--- src/rtl/bin_to_bcd_seq_if.sv ---
// Purpose: start/done handshake and result bus between a requester and bin_to_bcd_seq.
// Latency: wires only, no storage.
// Backpressure: o_busy tells the requester that i_start is ignored until the converter is idle.
interface bin_to_bcd_seq_if #(
  parameter int BIN_W  = 32,
  parameter int DIGITS = 8
);
  logic                  i_start;
  logic [BIN_W-1:0]      i_bin;
  logic                  o_busy;
  logic                  o_done;
  logic [4*DIGITS-1:0]   o_bcd;
  logic                  o_overflow;
  logic [DIGITS-1:0]     o_blank;

  // Requester side: drives the request, observes status and result.
  modport master (
    output i_start, i_bin,
    input  o_busy, o_done, o_bcd, o_overflow, o_blank
  );

  // Converter side.
  modport slave (
    input  i_start, i_bin,
    output o_busy, o_done, o_bcd, o_overflow, o_blank
  );
endinterface

--- src/rtl/bin_to_bcd_seq.sv ---
// Purpose: sequential binary-to-BCD converter (shift-add-3), saturating to all 9s on overflow.
//          Optional leading-zero blank mask when LEADING_ZERO_BLANK_EN is defined; otherwise o_blank is 0.
// Latency: start accepted in cycle N -> o_done in cycle N+BIN_W+1; o_busy over cycles N+1..N+BIN_W+1.
// Backpressure: i_start is ignored while o_busy is high (not queued); result held between conversions.
module bin_to_bcd_seq #(
  parameter int BIN_W  = 32,
  parameter int DIGITS = 8
) (
  input  logic              i_clk,
  input  logic              i_rst,
  bin_to_bcd_seq_if.slave   bus
);

  localparam int BCD_W = 4 * DIGITS;
  localparam int CNT_W = (BIN_W > 1) ? $clog2(BIN_W) : 1;

  typedef enum logic [1:0] {
    S_IDLE,
    S_SHIFT,
    S_FINISH
  } state_t;

  state_t             r_state;
  state_t             w_state_next;
  logic               w_accept;
  logic               w_last;
  logic               w_busy;
  logic               w_done;

  logic [BIN_W-1:0]   r_bin;
  logic [BCD_W-1:0]   r_work;
  logic [CNT_W-1:0]   r_count;
  logic               r_ovf;
  logic [BCD_W-1:0]   r_bcd;
  logic               r_overflow;

  logic [BCD_W-1:0]   w_adj;
  logic [BCD_W-1:0]   w_work_next;
  logic [BIN_W-1:0]   w_bin_next;
  logic               w_ovf_next;

  // State register.
  always_ff @(posedge i_clk) begin
    if (i_rst) begin
      r_state <= S_IDLE;
    end else begin
      r_state <= w_state_next;
    end
  end

  // Next-state decode plus the busy/done status, both taken straight from the state.
  always_comb begin
    w_state_next = r_state;
    w_accept     = 1'b0;
    w_last       = 1'b0;
    w_busy       = 1'b1;
    w_done       = 1'b0;
    case (r_state)
      S_IDLE: begin
        w_busy = 1'b0;
        if (bus.i_start) begin
          w_accept     = 1'b1;
          w_state_next = S_SHIFT;
        end
      end
      S_SHIFT: begin
        if (r_count == '0) begin
          w_last       = 1'b1;
          w_state_next = S_FINISH;
        end
      end
      S_FINISH: begin
        w_done       = 1'b1;
        w_state_next = S_IDLE;
      end
      default: begin
        w_busy       = 1'b0;
        w_state_next = S_IDLE;
      end
    endcase
  end

  // Per-digit add-3 correction; each digit is an independent 4-bit add, no carry between digits.
  always_comb begin
    w_adj = r_work;
    for (int d = 0; d < DIGITS; d++) begin
      if (r_work[4*d +: 4] >= 4'd5) begin
        w_adj[4*d +: 4] = r_work[4*d +: 4] + 4'd3;
      end
    end
  end

  // One shift step: binary MSB enters the BCD LSB, BCD MSB leaving the register flags overflow.
  assign w_work_next = {w_adj[BCD_W-2:0], r_bin[BIN_W-1]};
  assign w_bin_next  = {r_bin[BIN_W-2:0], 1'b0};
  assign w_ovf_next  = r_ovf | w_adj[BCD_W-1];

  // Working registers and the held result. The result is loaded on the edge that leaves the
  // final shift, so it is already stable during the single done cycle that follows.
  always_ff @(posedge i_clk) begin
    if (i_rst) begin
      r_bin      <= '0;
      r_work     <= '0;
      r_count    <= '0;
      r_ovf      <= 1'b0;
      r_bcd      <= '0;
      r_overflow <= 1'b0;
    end else begin
      if (w_accept) begin
        r_bin   <= bus.i_bin;
        r_work  <= '0;
        r_count <= CNT_W'(BIN_W - 1);
        r_ovf   <= 1'b0;
      end else if (r_state == S_SHIFT) begin
        r_bin   <= w_bin_next;
        r_work  <= w_work_next;
        r_count <= r_count - CNT_W'(1);
        r_ovf   <= w_ovf_next;
      end
      if (w_last) begin
        r_bcd      <= w_ovf_next ? {DIGITS{4'h9}} : w_work_next;
        r_overflow <= w_ovf_next;
      end
    end
  end

`ifdef LEADING_ZERO_BLANK_EN
  logic [DIGITS-1:0] w_blank;
  logic [DIGITS-1:0] r_blank;

  // Digit i is blank when it and every digit above it are zero; digit 0 always shows.
  always_comb begin : blank_calc
    logic v_zero_run;
    w_blank    = '0;
    v_zero_run = 1'b1;
    for (int d = DIGITS - 1; d >= 1; d--) begin
      if (w_work_next[4*d +: 4] != 4'd0) begin
        v_zero_run = 1'b0;
      end
      w_blank[d] = v_zero_run;
    end
    if (w_ovf_next) begin
      w_blank = '0;
    end
  end

  // Blank mask is updated together with the BCD result.
  always_ff @(posedge i_clk) begin
    if (i_rst) begin
      r_blank <= '0;
    end else if (w_last) begin
      r_blank <= w_blank;
    end
  end

  assign bus.o_blank = r_blank;
`else
  assign bus.o_blank = '0;
`endif

  assign bus.o_busy     = w_busy;
  assign bus.o_done     = w_done;
  assign bus.o_bcd      = r_bcd;
  assign bus.o_overflow = r_overflow;

endmodule

--- src/flat_wrapper.sv ---
// flat-port wrapper written by rule: the top's interface ports become plain ports
module bin_to_bcd_seq_flat 
#(
  parameter int BIN_W  = 32,
  parameter int DIGITS = 8
)
  (i_clk, i_rst, bus_i_start, bus_i_bin, bus_o_busy, bus_o_done, bus_o_bcd, bus_o_overflow, bus_o_blank);
  bin_to_bcd_seq_if #(.BIN_W(BIN_W), .DIGITS(DIGITS)) bus_i ();
  input  logic i_clk;
  input  logic i_rst;
  input wire logic [$bits(bus_i.i_start)-1:0] bus_i_start;
  input wire logic [$bits(bus_i.i_bin)-1:0] bus_i_bin;
  output wire logic [$bits(bus_i.o_busy)-1:0] bus_o_busy;
  output wire logic [$bits(bus_i.o_done)-1:0] bus_o_done;
  output wire logic [$bits(bus_i.o_bcd)-1:0] bus_o_bcd;
  output wire logic [$bits(bus_i.o_overflow)-1:0] bus_o_overflow;
  output wire logic [$bits(bus_i.o_blank)-1:0] bus_o_blank;
  assign bus_i.i_start = bus_i_start;
  assign bus_i.i_bin = bus_i_bin;
  assign bus_o_busy = bus_i.o_busy;
  assign bus_o_done = bus_i.o_done;
  assign bus_o_bcd = bus_i.o_bcd;
  assign bus_o_overflow = bus_i.o_overflow;
  assign bus_o_blank = bus_i.o_blank;
  bin_to_bcd_seq #(.BIN_W(BIN_W), .DIGITS(DIGITS)) u_core (.i_clk(i_clk), .i_rst(i_rst), .bus(bus_i));
endmodule
--- config.mk ---
export PLATFORM = sky130hd
export DESIGN_NAME = bin_to_bcd_seq_flat
export DESIGN_NICKNAME = d
export VERILOG_FILES = /design/src/rtl/bin_to_bcd_seq_if.sv /design/src/rtl/bin_to_bcd_seq.sv /design/src/flat_wrapper.sv
export SDC_FILE = /design/constraint.sdc
export NUM_CORES = 1
export LEC_CHECK = 0
export BUFFER_PORTS_ARGS = -buffer_cell sky130_fd_sc_hd__buf_2
export CAP_MARGIN = 20
export CORE_UTILIZATION = 53
export CTS_BUF_LIST = sky130_fd_sc_hd__clkbuf_8
export CTS_CLUSTER_DIAMETER = 60
export DETAILED_ROUTE_END_ITERATION = 8
export PLACE_DENSITY = 0.87
export SLEW_MARGIN = 20
export SYNTH_ARGS = -nofsm -noshare
export SYNTH_HDL_FRONTEND = slang
export SYNTH_SLANG_ARGS = --single-unit
--- constraint.sdc ---
create_clock -name i_clk -period 2.2 [get_ports i_clk]
set_clock_uncertainty 0.15 [all_clocks]
set_input_delay 0.22 -clock i_clk [delete_from_list [all_inputs] [get_ports i_clk]]
set_output_delay 0.22 -clock i_clk [all_outputs]
set_load 0.03 [all_outputs]
# --- Yosys cells after proc, flatten, opt, wreduce, memory -nomap -nowiden ---
# Cells that the tools add are included.
totals:
  register_bits: 105
  latchBits: 0
  ramBits: 0
  rom_bits: 0
  input_bits: 35
  out_inout_bits: 43
  elab_cells: 57
  mem_count: 0
classes:
  add_sub_neg: 9
  mul: 0
  n_div: 0
  magnitude_cmp: 8
  eq_ne: 4
  n_shift: 0
  n_mux: 22
  bitwise_logic: 1
  reduce_logical: 6
ops:
  columns: ["cell", "n"]
  rows:
  - ["2-to-1 mux 32 bit", 3]
  - ["adder 4 x 2 -> 4 bit (second input constant)", 8]
  - [">= comparator 4 x 3 -> 1 bit (second input constant)", 8]
  - ["2-to-1 mux 4 bit", 8]
  - ["2-to-1 mux 5 bit", 2]
  - ["2-to-1 mux 1 bit", 6]
  - ["logical NOT 5 bit", 1]
  - ["subtractor 5 x 1 -> 5 bit (second input constant)", 1]
  - ["2-to-1 mux 2 bit", 2]
  - ["one-hot mux 2 bit (2 select lines)", 1]
  - ["OR reduction 2 bit", 2]
  - ["== test 2 x 1 -> 1 bit (second input constant)", 1]
  - ["== test 2 bit (second input constant)", 1]
  - ["logical NOT 2 bit", 1]
  - ["inequality test 2 x 1 -> 1 bit (second input constant)", 1]
  - ["inequality test 2 bit (second input constant)", 1]
  - ["AND reduction 2 bit", 1]
  - ["nonzero test 2 bit", 1]
  - ["OR 1 bit", 1]

# --- Longest topological paths before layout ---
depth:
  ltp_word: 4
  ltp_mapped: 8
  ltp_nobuf: 6

# --- Least setup slack after synthesis ---
# No wires, ideal clock.
synth_path:
  kind: "reg-to-reg"
  from: "reg u_core.r_state[1]"
  to: "reg u_core.r_bcd[27] (netlist: u_core.bus.o_bcd[27])"
  setup_ns: 0.147
  arrival_ns: 1.787
  t_required_ns: 1.903
  setup_slack_ns: 0.116
  path_stages_with_launch: 7
  path_buffers: 0
  period_less_slack_ns: 2.084
  path_cell_list: "dfxtp_1 > inv_1 > ha_1 > nand4bb_1 > or2_2 > nor4_1 > a211oi_1"
synth_via:
  elab_chain_cells: 2
synth_lines:
  columns: ["element", "line", "text"]
  rows:
  - ["from (decl)", "bin_to_bcd_seq.sv:23", "state_t r_state;"]
  - ["from (signal assigned)", "bin_to_bcd_seq.sv:47", "r_state <= w_state_next;"]
  - ["== test 2 x 1 -> 1 bit", "bin_to_bcd_seq.sv:58", "case (r_state)"]
  - ["2-to-1 mux 1 bit", "bin_to_bcd_seq.sv:58", null]
  - ["to (signal assigned)", "bin_to_bcd_seq.sv:121", "r_bcd <= w_ovf_next ? {DIGITS{4'h9}} : w_work_next;"]
  - ["to (decl)", "bin_to_bcd_seq.sv:34", "logic [BCD_W-1:0] r_bcd;"]
# Every way passes these cells.
# A chain may end at the register's enable or synchronous reset.

# --- Final worst setup path ---
layout_path:
  from: "reg u_core.r_state[1]"
  to: "reg u_core.r_bcd[30] (netlist: u_core.bus.o_bcd[30])"
# Same word-level chain as after synthesis.

==> out/metrics.cfg <==
[global_routing]
grt_util_met3 = 0.0539
track_usage = 0.254
grt.overflow.total = 0
grt_pass1_vias = 4309
met2_usage = 0.432
grt-busiest-layer = met2
grt_max_degree = 69
grt_pass1_wl_mm = 19.9
grtUsageMet1 = 0.299
antenna_found_initial = 0

[clock_network]
cts_sinks = 105
ctsHtreeMaxLevel = 3
cts-root-buf = clkbuf_8
max-clock-path-buffers = 2
cts_buffers = 9
cts_tree = yes
path_clk_slew_ns = 0.10
clk-insertion-delay-late_ns = 0.37

[timing]
hold_viol = 1
timing.hold.ws_ns = -0.00501
slew_viol_final = 0
period_needed_ns = 2.18
maxSlewHeadroom = 0.617
clock.fmax_ghz = 0.459
setup_viol = 0
fin_crit_sh = 0.990
tightest_slew_ns = 0.573

[cells_and_area]
fin_nets = 692
fin_cells = 752
design_area_um2 = 5990
synthToLayoutAreaGrowth_pct = 20.3
n_fill_cell = 644
drive_above_1_share = 0.188

[placement]
placed_area_um2 = 5450
io_buffer_count = 69
dpl.hpwl_mm = 7.33
placed_cells = 703
gp_congestion = 0.815

[synth]
synth_edf_count = 0
synth.most_common_cell = dfxtp_1
synth_top_area_share = 0.422
yosysWarnings = 0
ys_seq_area_frac = 0.422
async_reset_ff_frac = 0
yosysTopAreaCell = dfxtp_1
syn_avg_cell_area_um2 = 9.16
synthDistinctLibCells = 42
synth_cells = 544
synthTopCellsByArea = dfxtp_1 42%, a211oi_1 9.8%, mux2i_1 8.0%, ha_1 5.5%, nor2_1 4.4%
synth_flop_cell = dfxtp_1
ys_ff_latch = 105
synth.cell_area_um2 = 4980
synthTopCellsByCount = 105 x dfxtp_1, 65 x a211oi_1, 58 x nor2_1

[run_status]
failed_checks = negative hold slack
status = finished, violations left

[die]
initial_utilization = 0.544
die_w_um = 99.0
core_area_um2 = 9150
die_h_um = 99.0
std_cell_rows = 35
io_pins = 78
design.die.area_um2 = 9800

[power]
power.density_nw_per_um2 = 1100
power_mw = 6.61
cellLeakagePower_nw = 2.34
ir_drop_v = 0.000680

[worst_setup_path]
cp_slowest_cell = or4_1
crit_chain = inv_1 -> ha_4 -> nand4bb_1 -> or2_2 -> or4_1 -> o32ai_1
arrival_ns = 2.30
crit_type = reg2reg
cp-end-kind = flip-flop
crit_required_ns = 2.32
cp_max_fo = 4
max_stage_delay_ns = 0.55
startpoint = u_core.r_state[1]$_SDFFE_PP0P_
critPathLaunchType = flip-flop
r2r_start = u_core.r_state[1]$_SDFFE_PP0P_

[drt]
postRouteWirelength_mm = 12.5
drc_errors = 0
vias = 4453
routed_via_density = 5.92
routedWlPerCell_um = 16.6
drt_iter0_drc = 326
ant_nets = 0
first_pass_iters = 5

[job]
drv_cap = 0

[hold_path]
min-delay-start = bus_i_bin[29]
hp-class = in2reg

cell usage in the layout, fill, tap and decap left out, drive strengths merged, types with 2 or more instances in the layout:
| cell type | n |
|---|---|
| a32o | 7 |
| nor3b | 16 |
| nand3 | 13 |
| o21ba | 7 |
| dfxtp | 105 |
| nor3 | 8 |
| clkbuf | 10 |
| a21oi | 22 |
| nor2b | 8 |
| a31oi | 9 |
| buf | 86 |
| mux2i | 40 |
| nand2 | 25 |
| o21ai | 12 |
| nor4 | 3 |
| nand2b | 16 |
| dlygate4sd3 | 29 |
| inv | 26 |
| ha | 22 |
| o32ai | 3 |
| xnor2 | 9 |
| or3 | 8 |
| a22o | 7 |
| nor2 | 58 |
| clkinv | 3 |
| a211o | 2 |
| and2 | 2 |
| a211oi | 65 |
| conb | 8 |
critical path, delay by kind of cell (launching register included):
kind | cells | cell delay, ns
DFF | 1 | 0.34
and+or+nand+nor | 3 | 1.08
AOI/OAI and AO/OA | 1 | 0.17
buffers and inverters | 1 | 0.15
adders and majority gates | 1 | 0.20
per-stage QoR:
step                      TNS (ns)  hold slack, ns  worst slack [ns]   util
after CTS                        0        0.000168            0.0766  0.648
final                            0        -0.00501            0.0230  0.655
after global placement           0           0.299             0.145  0.596
after detailed placement         0           0.310            0.0748  0.596
after global routing       -0.0225          0.0109           -0.0225  0.655
after floorplan                  0           0.230             0.116      -
worst paths after layout:
| path | cells past startpoint | slack (ns) | to |
|---|---|---|---|
| hold / removal | 3 | -0.005 | u_core.r_bin[29]$_SDFFE_PP0P_ |
| setup reg to reg | 6 | 0.02 | u_core.bus.o_bcd[30]$_SDFFE_PP0P_ |
| hold reg to reg | 2 | 0.33 | u_core.bus.o_bcd[29]$_SDFFE_PP0P_ |
| setup / recovery | 6 | 0.02 | u_core.bus.o_bcd[30]$_SDFFE_PP0P_ |
logic make-up after synthesis:
logic type,Yosys count,synth area share
xor+xnor,10,0.0176
fa+ha+maj,22,0.0552
other cells,1,0.000752
simple gates,164,0.170
compound gates,135,0.194
mux,40,0.0803
flops,105,0.422
buf+inv,67,0.0605
registers in the layout (all words and copies together), names as in the netlist:
signal                 cells
u_core.bus.o_bcd          32
u_core.r_bin              32
u_core.r_work             32
u_core.r_count             5
u_core.r_state             2
u_core.bus.o_overflow      1
u_core.r_ovf               1
timing repair:
item / CTS / global route
resized for setup: 0 / 7
buffers inserted: 0 / 1
setup endpoints to repair: 0 / 24
endpoints found under the hold margin: 27 / 1
hold buffers: 28 / 1
final cells by class:
type,count,area [um2],share of cell area
antenna,1,2.50,0.000418
clock buffer,9,124,0.0207
clock inverter,7,76.3,0.0127
inverter,24,90.1,0.0150
multi-input combinational,379,2650,0.442
sequential,105,2100,0.351
tap,111,139,0.0232
timing repair buffer,116,808,0.135
report_power, final:
part | total, mW | leakage [nW] | internal (mW) | switching, mW
Clock | 1.24 | 0.102 | 0.539 | 0.703
Sequential | 2.64 | 0.858 | 2.31 | 0.338
Combinational | 2.72 | 1.38 | 1.11 | 1.61
layer usage:
layer	wire length (um)	vias to the layer above
met2	6250	164
met3	617	44
met4	442	0
met5	0	-
met1	5190	2120
li1	-	2125
(Power assumes the default switching activity.)
